<file path="src/rtl/mem_arbiter.sv">
`default_nettype none
// ============================================================================
//  Module   : mem_arbiter
//  Purpose  : Shares one main-memory port between the I-cache refill engine
//             and the D-cache refill / write-back engine. Each grant runs a
//             line-sized burst of LINE_WORDS word beats. Read data and write
//             data are passed straight through on every beat.
//
//  Arbitration
//    Default build : fixed priority. D wins over I.
//    MEM_ARB_RR_EN : when both sides request in IDLE, the side that was not
//                    granted last wins. After reset the pointer says
//                    "I last", so D wins the first tie.
//
//  Ports
//    clk, reset                 clock (rising edge), async active-low reset
//    i_req, i_addr              I line read request and miss address
//    i_rvalid, i_rdata, i_beat  I read beat valid, data, beat index
//    i_done                     one-cycle pulse when the I burst completes
//    d_req, d_we, d_addr        D line request (we=1 write-back), address
//    d_wdata, d_wready          D write word for d_beat, beat consumed
//    d_rvalid, d_rdata, d_beat  D read beat valid, data, beat index
//    d_done                     one-cycle pulse when the D burst completes
//    mem_req, mem_we            memory beat request and write enable
//    mem_addr, mem_wdata        beat word address and write data
//    mem_ready, mem_rdata       memory beat accept/return and read data
//
//  Revision : 1.0  initial release
// ============================================================================
module mem_arbiter #(
    parameter int LINE_WORDS = 4,
    parameter int BEAT_W     = (LINE_WORDS > 1) ? $clog2(LINE_WORDS) : 1
) (
    input  logic              clk,
    input  logic              reset,

    // I-cache side
    input  logic              i_req,
    input  logic [31:0]       i_addr,
    output logic              i_rvalid,
    output logic [31:0]       i_rdata,
    output logic [BEAT_W-1:0] i_beat,
    output logic              i_done,

    // D-cache side
    input  logic              d_req,
    input  logic              d_we,
    input  logic [31:0]       d_addr,
    input  logic [31:0]       d_wdata,
    output logic              d_wready,
    output logic              d_rvalid,
    output logic [31:0]       d_rdata,
    output logic [BEAT_W-1:0] d_beat,
    output logic              d_done,

    // Memory port
    output logic              mem_req,
    output logic              mem_we,
    output logic [31:0]       mem_addr,
    output logic [31:0]       mem_wdata,
    input  logic              mem_ready,
    input  logic [31:0]       mem_rdata
);

    // ------------------------------------------------------------------------
    // Constants
    // ------------------------------------------------------------------------
    localparam logic [1:0] c_IDLE   = 2'd0;
    localparam logic [1:0] c_IBURST = 2'd1;
    localparam logic [1:0] c_DBURST = 2'd2;
    localparam logic [1:0] c_DONE   = 2'd3;

    localparam logic [BEAT_W-1:0] c_LAST_BEAT = BEAT_W'(LINE_WORDS - 1);

    // Clears the byte offset plus the beat index, giving the line base.
    localparam logic [31:0] c_BASE_MASK = ~((32'd1 << (BEAT_W + 2)) - 32'd1);

    // ------------------------------------------------------------------------
    // State and registered outputs
    // ------------------------------------------------------------------------
    logic [1:0]        r_state;
    logic [1:0]        w_state_next;

    logic [31:0]       r_base;
    logic [BEAT_W-1:0] r_i_beat;
    logic [BEAT_W-1:0] r_d_beat;
    logic              r_mem_req;
    logic              r_mem_we;
    logic [31:0]       r_mem_addr;
    logic              r_i_done;
    logic              r_d_done;

    // ------------------------------------------------------------------------
    // Combinational helpers
    // ------------------------------------------------------------------------
    logic              w_grant_d;
    logic              w_grant_i;
    logic              w_hs;
    logic              w_last;
    logic [BEAT_W-1:0] w_beat;
    logic [BEAT_W-1:0] w_beat_next;
    logic [31:0]       w_grant_base;

    // r_mem_req is only ever set inside a burst, so this is a burst handshake.
    assign w_hs        = r_mem_req & mem_ready;
    assign w_beat      = (r_state == c_DBURST) ? r_d_beat : r_i_beat;
    assign w_last      = (w_beat == c_LAST_BEAT);
    assign w_beat_next = w_beat + 1'b1;
    assign w_grant_base = (w_grant_d ? d_addr : i_addr) & c_BASE_MASK;

    // ------------------------------------------------------------------------
    // Grant selection (only meaningful in IDLE)
    // ------------------------------------------------------------------------
`ifdef MEM_ARB_RR_EN
    // 1 = D was granted last, 0 = I was granted last.
    logic r_last_d;

    always_ff @(posedge clk or negedge reset) begin
        if (!reset) begin
            r_last_d <= 1'b0;
        end else if (w_grant_d || w_grant_i) begin
            r_last_d <= w_grant_d;
        end
    end

    always_comb begin
        w_grant_d = 1'b0;
        w_grant_i = 1'b0;
        if (r_state == c_IDLE) begin
            if (d_req && i_req) begin
                w_grant_d = ~r_last_d;
                w_grant_i =  r_last_d;
            end else begin
                w_grant_d = d_req;
                w_grant_i = i_req;
            end
        end
    end
`else
    always_comb begin
        w_grant_d = 1'b0;
        w_grant_i = 1'b0;
        if (r_state == c_IDLE) begin
            w_grant_d = d_req;
            w_grant_i = i_req & ~d_req;
        end
    end
`endif

    // ------------------------------------------------------------------------
    // FSM: state register
    // ------------------------------------------------------------------------
    always_ff @(posedge clk or negedge reset) begin
        if (!reset) begin
            r_state <= c_IDLE;
        end else begin
            r_state <= w_state_next;
        end
    end

    // ------------------------------------------------------------------------
    // FSM: next-state logic
    // ------------------------------------------------------------------------
    always_comb begin
        w_state_next = r_state;
        case (r_state)
            c_IDLE: begin
                if (w_grant_d) begin
                    w_state_next = c_DBURST;
                end else if (w_grant_i) begin
                    w_state_next = c_IBURST;
                end
            end
            c_IBURST, c_DBURST: begin
                if (w_hs && w_last) begin
                    w_state_next = c_DONE;
                end
            end
            // DONE lasts exactly one cycle; requests are ignored here so the
            // requester has time to drop req after seeing its done pulse.
            c_DONE: begin
                w_state_next = c_IDLE;
            end
            default: begin
                w_state_next = c_IDLE;
            end
        endcase
    end

    // ------------------------------------------------------------------------
    // FSM: combinational outputs (per-beat pass-throughs)
    // ------------------------------------------------------------------------
    always_comb begin
        i_rvalid  = 1'b0;
        i_rdata   = 32'd0;
        d_rvalid  = 1'b0;
        d_rdata   = 32'd0;
        d_wready  = 1'b0;
        mem_wdata = 32'd0;
        case (r_state)
            c_IBURST: begin
                i_rvalid = w_hs;
                if (w_hs) begin
                    i_rdata = mem_rdata;
                end
            end
            c_DBURST: begin
                if (r_mem_we) begin
                    // The D-cache drives the word for d_beat; forward it.
                    mem_wdata = d_wdata;
                    d_wready  = w_hs;
                end else begin
                    d_rvalid = w_hs;
                    if (w_hs) begin
                        d_rdata = mem_rdata;
                    end
                end
            end
            default: begin
            end
        endcase
    end

    // ------------------------------------------------------------------------
    // Burst datapath: base/address, beat counters, memory controls, dones
    // ------------------------------------------------------------------------
    always_ff @(posedge clk or negedge reset) begin
        if (!reset) begin
            r_base     <= 32'd0;
            r_i_beat   <= '0;
            r_d_beat   <= '0;
            r_mem_req  <= 1'b0;
            r_mem_we   <= 1'b0;
            r_mem_addr <= 32'd0;
            r_i_done   <= 1'b0;
            r_d_done   <= 1'b0;
        end else begin
            // Done pulses are single-cycle by construction.
            r_i_done <= 1'b0;
            r_d_done <= 1'b0;
            case (r_state)
                c_IDLE: begin
                    if (w_grant_d || w_grant_i) begin
                        r_base     <= w_grant_base;
                        r_mem_addr <= w_grant_base;
                        r_mem_req  <= 1'b1;
                        r_mem_we   <= w_grant_d & d_we;
                        r_i_beat   <= '0;
                        r_d_beat   <= '0;
                    end
                end
                c_IBURST, c_DBURST: begin
                    // Without a handshake every registered output holds,
                    // which is how a mem_ready stall is absorbed.
                    if (w_hs) begin
                        if (w_last) begin
                            r_mem_req <= 1'b0;
                            r_mem_we  <= 1'b0;
                            r_i_beat  <= '0;
                            r_d_beat  <= '0;
                            r_i_done  <= (r_state == c_IBURST);
                            r_d_done  <= (r_state == c_DBURST);
                        end else begin
                            r_mem_addr <= r_base +
                                {{(30 - BEAT_W){1'b0}}, w_beat_next, 2'b00};
                            if (r_state == c_IBURST) begin
                                r_i_beat <= w_beat_next;
                            end else begin
                                r_d_beat <= w_beat_next;
                            end
                        end
                    end
                end
                default: begin
                end
            endcase
        end
    end

    // ------------------------------------------------------------------------
    // Registered output drive
    // ------------------------------------------------------------------------
    assign mem_req  = r_mem_req;
    assign mem_we   = r_mem_we;
    assign mem_addr = r_mem_addr;
    assign i_beat   = r_i_beat;
    assign d_beat   = r_d_beat;
    assign i_done   = r_i_done;
    assign d_done   = r_d_done;

endmodule
`default_nettype wire
</file>
<file path="config.mk">
export PLATFORM = sky130hd
export DESIGN_NAME = mem_arbiter
export DESIGN_NICKNAME = d
export VERILOG_FILES = /design/src/rtl/mem_arbiter.sv
export SDC_FILE = /design/constraint.sdc
export NUM_CORES = 1
export LEC_CHECK = 0
export BUFFER_PORTS_ARGS = -buffer_cell sky130_fd_sc_hd__clkbuf_2
export CAP_MARGIN = 20
export CORE_AREA = 2 2 106 108
export CTS_CLUSTER_SIZE = 12
export DETAILED_ROUTE_END_ITERATION = 8
export DIE_AREA = 0 0 108 110
export PLACE_DENSITY = 0.77
export RECOVER_POWER = 100
export SLEW_MARGIN = 20
export SYNTH_ARGS = -nofsm -noshare
export SYNTH_HDL_FRONTEND = slang
export SYNTH_SLANG_ARGS = --single-unit
</file>
<file path="constraint.sdc">
create_clock -name clk -period 2.7 [get_ports clk]
set_input_delay 0.135 -clock clk [delete_from_list [all_inputs] [get_ports clk]]
set_output_delay 0.135 -clock clk [all_outputs]
set_load 0.01 [all_outputs]
</file>
**After elaboration in Yosys (flattened, before gate mapping)**

Cells that the tools add are included.

- $add $sub $neg: 2
- Equal/unequal tests: 12
- Muxes and demuxes: 44
- Bitwise operators: 4
- Reduce and logical (&&, ||, !) cells: 11

Operator list:

| kind | number |
|---|---|
| $mux W32 | 10 |
| $pmux W32 S2 | 1 |
| $add A32 B4 Y32 | 1 |
| $mux W2 | 11 |
| $mux W1 | 17 |
| $reduce_and A4 Y1 | 4 |
| $ne A3 B3 Y1 const B | 3 |
| $ne A2 B2 Y1 const B | 4 |
| $pmux W2 S2 | 2 |
| $eq A2 B2 Y1 const B | 3 |
| $pmux W2 S3 | 1 |
| $pmux W1 S2 | 2 |
| $reduce_and A2 Y1 | 2 |
| $and A1 B1 Y1 | 3 |
| $add A2 B1 Y2 const B | 1 |
| $eq A2 B1 Y1 const B | 1 |
| $logic_not A2 Y1 | 1 |
| $ne A2 B1 Y1 const B | 1 |
| $reduce_bool A2 Y1 | 1 |
| $reduce_or A2 Y1 | 1 |
| $logic_and A1 B1 Y1 | 1 |
| $logic_or A1 B1 Y1 | 1 |
| $not A1 Y1 | 1 |

- Register bits: 70
- Input port bits: 134
- Output and inout port bits: 139
- Word-level logic and storage cells: 82

**Longest topological paths before layout**

- Depth after elaboration: 7
- Mapped depth: 10
- Gate-level depth less buffers: 7

**Least setup slack after synthesis**

OpenSTA, ideal clock, no wires.

- Kind: register to register
- From: register r_state[0]
- To: register r_mem_addr[14] (netlist: mem_addr[14])
- Library setup time: 0.065 ns
- Arrival: 2.219 ns
- Required time: 2.635 ns
- Setup slack: 0.416 ns
- Stages on the path, launching flop included: 11
- Buffers on the path: 3
- Clock period less this slack: 2.284 ns
- Cells stage by stage: dfrtp_1 inv_1 ha_1 buf_6 mux2_2 ha_1 nand4b_1 a21oi_1 buf_2 buf_4 o221a_2

- Longest elaborated chain between the ends: 7
- Elaborated cells between the ends (all ways): 21
- Classes of those cells: add/sub (2); eq/ne (6); mux (8); reduce/logical (5)

Ends and longest elaborated chain:

| element | line | RTL |
|---|---|---|
| start: declaration | 81 | `logic [1:0] r_state;` |
| start signal: assignment | 155 | `r_state <= c_IDLE;` |
| start signal: assignment | 157 | `r_state <= w_state_next;` |
| $eq A2 B2 Y1 | 106, 241 |  |
| $mux W2 | 106 | `assign w_beat = (r_state == c_DBURST) ? r_d_beat : r_i_beat;` |
| $add A2 B1 Y2 | 108 | `assign w_beat_next = w_beat + 1'b1;` |
| $add A32 B4 Y32 | 264 | `r_mem_addr <= r_base +` |
| $mux W32 | 256 | `if (w_last) begin` |
| $mux W32 | 255 | `if (w_hs) begin` |
| $pmux W32 S2 | 241 | `case (r_state)` |
| end signal: assignment | 245 | `r_mem_addr <= w_grant_base;` |
| end signal: assignment | 264 |  |
| end: declaration | 89 | `logic [31:0] r_mem_addr;` |

Several ways; a longest one is shown, not always the timed one. The select of a mux whose other input is x is not followed.
A chain may end at the register's enable or synchronous reset.

**Worst setup path in the final report**

- From: register r_state[0]
- To: register r_mem_addr[8] (netlist: mem_addr[8])

The elaborated chain is that of the path after synthesis.

==> results.tsv <==
stage	metric	value	unit
synth	adder-cell area share of the yosys netlist	0.0143	
worst_setup_path	r2r setup slk	0.16	ns
sta	Slew Viols, Final	0	
clock_network	clock slew at reported path FFs	0.07	ns
pwr	pwr dens	373	nW/um^2
place	RePlAce Congestion	0.886	
floorplan	row cnt	38	
sta	fin crit share	0.939	
sta	worst slew pin tran	1.38	ns
route	routed wire length	17300	um
grt	initial antenna violation count	1	
final_layout	non-filler cells, final	862	
grt	first-pass GRT wire length	25100	um
worst_setup_path	Critical Path Source Type	register	
run_status	status	complete, no violations	
clock_network	H-tree depth	3	
synth	synth top area cells	dfrtp_1 39%, and2_1 9.4%, o21ai_0 7.3%	
grt	total track usage	0.282	
place	Final HPWL DP	12900	um
synth	Synth Area in Simple Gates	0.293	
synth	Post-Synth XOR/XNOR Area	0	
route	DRT antenna net count	0	
place	# port buffers	262	
synth	largest family of logic cells by synthesized area	simple AND/OR/NAND/NOR gates	
worst_setup_path	worst reg2reg path depth	7	
pwr	Peak VDD IR	0.256	mV
route	vias per inst	5.41	
route	Avg WL per Cell	20.0	um
sta	Worst Clk Skew	0.00756	ns
floorplan	total core area	10700	um^2
clock_network	cts bufs inserted	9	
worst_setup_path	cell breakdown of the critical path	inv_1, ha_1, mux2_1, ha_1, nor2b_2, nand3_4, o221a_2	
hold_path	hold endpoint	mem_we	
route	via count	4661	
pwr	P_leak	2.90	nW
worst_setup_path	WP buf/inv	1	
hold_path	HP Start	d_we	
floorplan	die width	108	um
flow_run	MaxCap Viol Count	0	
worst_setup_path	Worst EP required	2.93	ns
worst_setup_path	Crit path top cell by count	ha_1	
worst_setup_path	reg-to-reg startpoint	r_state[0]	
synth	post-synthesis mux area share	0.0698	
synth	Synth top area share	0.388	
floorplan	Die Footprint	11900	um^2
worst_setup_path	Worst Path Arrival	2.77	ns
sta	worst rel slew slack	0.0780	
clock_network	Setup Buffers After CTS	0	
final_layout	share of cells above drive strength 1	0.319	
grt	pin count of the biggest net entering global routing	57	
floorplan	die height	110	um
clock_network	maximum clock path buffer count	2	
synth	synth warn	0	
hold_path	Hold Path Depth	3	
grt	vias in the first global route	4387	
sta	unrepaired setup endpoints after global routing	no	
worst_setup_path	CP Capture Type	register	
sta	Fin Hold WS	0.0809	ns
clock_network	Clock Latency Late Sink	0.34	ns
worst_setup_path	end of the worst register-to-register path	mem_addr[8]	
sta	Setup Viol. Count Final	0	
route	First DRT Iteration DRCs	372	
synth	Netlist cell types	41	
grt	total gr overflow	0	
synth	Synth Cell Area	4390	um^2
floorplan	Initial Util	0.410	
sta	setup TNS	0	ns
synth	#FFs+latches synth	68	
synth	cell count after synthesis	473	
sta	Fin. Hold Viols	0	
final_layout	Area Overhead vs Synth	34.5	%
worst_setup_path	Worst path max stage delay	0.39	ns
worst_setup_path	worst-path maximum fanout	14	
sta	Max Freq	394	MHz
sta	setup slack after layout	0.165	ns
worst_setup_path	total stage count of the critical path	7	
worst_setup_path	delay-heaviest family, CP	adder cells	
worst_setup_path	Setup Crit Path Kind	reg2reg	
place	Placed Cells	843	
floorplan	io pins	273	
route	TritonRoute pass-1 iters	5	
place	dpl ws	0.0930	ns
hold_path	Hold Path Class	in2reg	
clock_network	Root Buffer Master	clkbuf_8	
synth	cell taking the most area after synthesis	dfrtp_1	
synth	compound-cell area share of the yosys netlist	0.178	
final_layout	Final Net Count	855	
clock_network	clock sinks	68	
synth	sequential share of the synthesized area	0.388	
sta	Period minus WS final	2.54	ns
route	drt drc	0	
worst_setup_path	CP max stage cell	dfrtp_1	
clock_network	CTS tree	yes	
synth	syn avg cell area	9.28	um^2
==> power breakdown <==
group | internal [mW] | switching [mW] | leakage [nW]
clock | 0.574 | 0.409 | 0.120
sequential | 1.02 | 0 | 0.799
combinational | 0.0974 | 0.104 | 1.98
==> cells in the final DEF, fill, tap and decap left out, types with 2 or more instances in the layout <==
cell,count
and2_0,35
and2_1,31
and3_1,35
buf_4,4
bufinv_16,2
clkbuf_1,98
clkbuf_2,170
clkbuf_8,11
conb_1,2
dfrtp_1,68
ha_1,5
inv_1,5
mux2i_1,28
nand2_1,31
nand2b_1,2
nand3_1,3
nand3_4,2
nor2b_1,30
nor2b_2,2
nor3_1,2
nor3b_1,30
o211ai_1,7
o21ai_0,63
o21ai_1,2
o221a_1,2
o221a_2,26
o311ai_0,2
==> cell families after synthesis <==
logic type	Yosys count
simple gates	209
compound gates	110
flops	68
buf+inv	50
mux	30
fa+ha+maj	5
other cells	1
==> cells in the mapped netlist, drive strengths merged <==
cell type	instances
a21boi	1
a21oi	1
nand2b	2
mux2i	28
o41ai	1
nor2b	32
and4	1
and3	35
nand3	4
or3	1
or2	1
clkbuf	24
mux2	2
nand2	32
conb	1
inv	5
o221a	28
buf	21
and2	66
nor2	1
o32ai	2
dfrtp	68
or3b	1
nand4b	1
ha	5
o21ai	66
o211ai	7
o311ai	2
o32a	1
nor3	2
o2bb2ai	1
nor3b	30
==> worst max path at each step <==
stage          startpoint           end
2_1_floorplan  r_state[0]  mem_addr[14]
4_1_cts        r_state[0]  mem_addr[27]
5_1_grt        r_state[0]  mem_addr[13]
6_report       r_state[0]   mem_addr[8]
3_3_place_gp   r_state[0]  mem_addr[10]
3_5_place_dp   r_state[0]  mem_addr[10]
==> per-stage QoR <==
stage	utilization	power, mW	cell area (um^2)
after floorplan	-	1.09	4390
after global placement	0.541	1.23	5790
after detailed placement	0.541	1.24	5790
after CTS	0.564	2.22	6030
after global routing	0.552	2.29	5900
final	0.552	2.20	5900
==> routing by layer <==
layer | track usage | vias up | wire (um)
met5 | 0 | - | 0
met4 | 0.103 | 0 | 545
met3 | 0.0606 | 27 | 1420
met2 | 0.481 | 243 | 8380
met1 | 0.353 | 2223 | 6920
li1 | - | 2168 | -
==> state kept, by name (all words and copies together) (netlist names) <==
register and flops:
i_done 1, mem_addr 30, i_beat 2, mem_req 1, mem_we 1, r_base 28, d_beat 2, d_done 1
r_state 2
==> tightest hold or removal path, delay by kind of cell <==
kind / cells / cell delay, ns
buf+inv: 1 / 0.10
compound gates: 1 / 0.08
simple gates: 1 / 0.06
==> final cells by class <==
| type | instances | area [um^2] |
|---|---|---|
| Timing Repair Buffer | 275 | 1290 |
| Clock buffer | 11 | 151 |
| Fill cell | 1034 | 4800 |
| Tap cell | 140 | 175 |
| Multi-Input combinational cell | 357 | 2480 |
| Inverter | 5 | 18.8 |
| Clock inverter | 5 | 82.6 |
| Sequential cell | 68 | 1700 |
| Antenna cell | 1 | 2.50 |
==> timing repair <==
action                                 4_1_cts  5_1_grt
endpoints found under the hold margin       13        0
gates resized for setup                      0        2
hold buffers                                 1        0
setup endpoints to repair                    0       21
No activity file was read; power rests on OpenSTA's default activity.
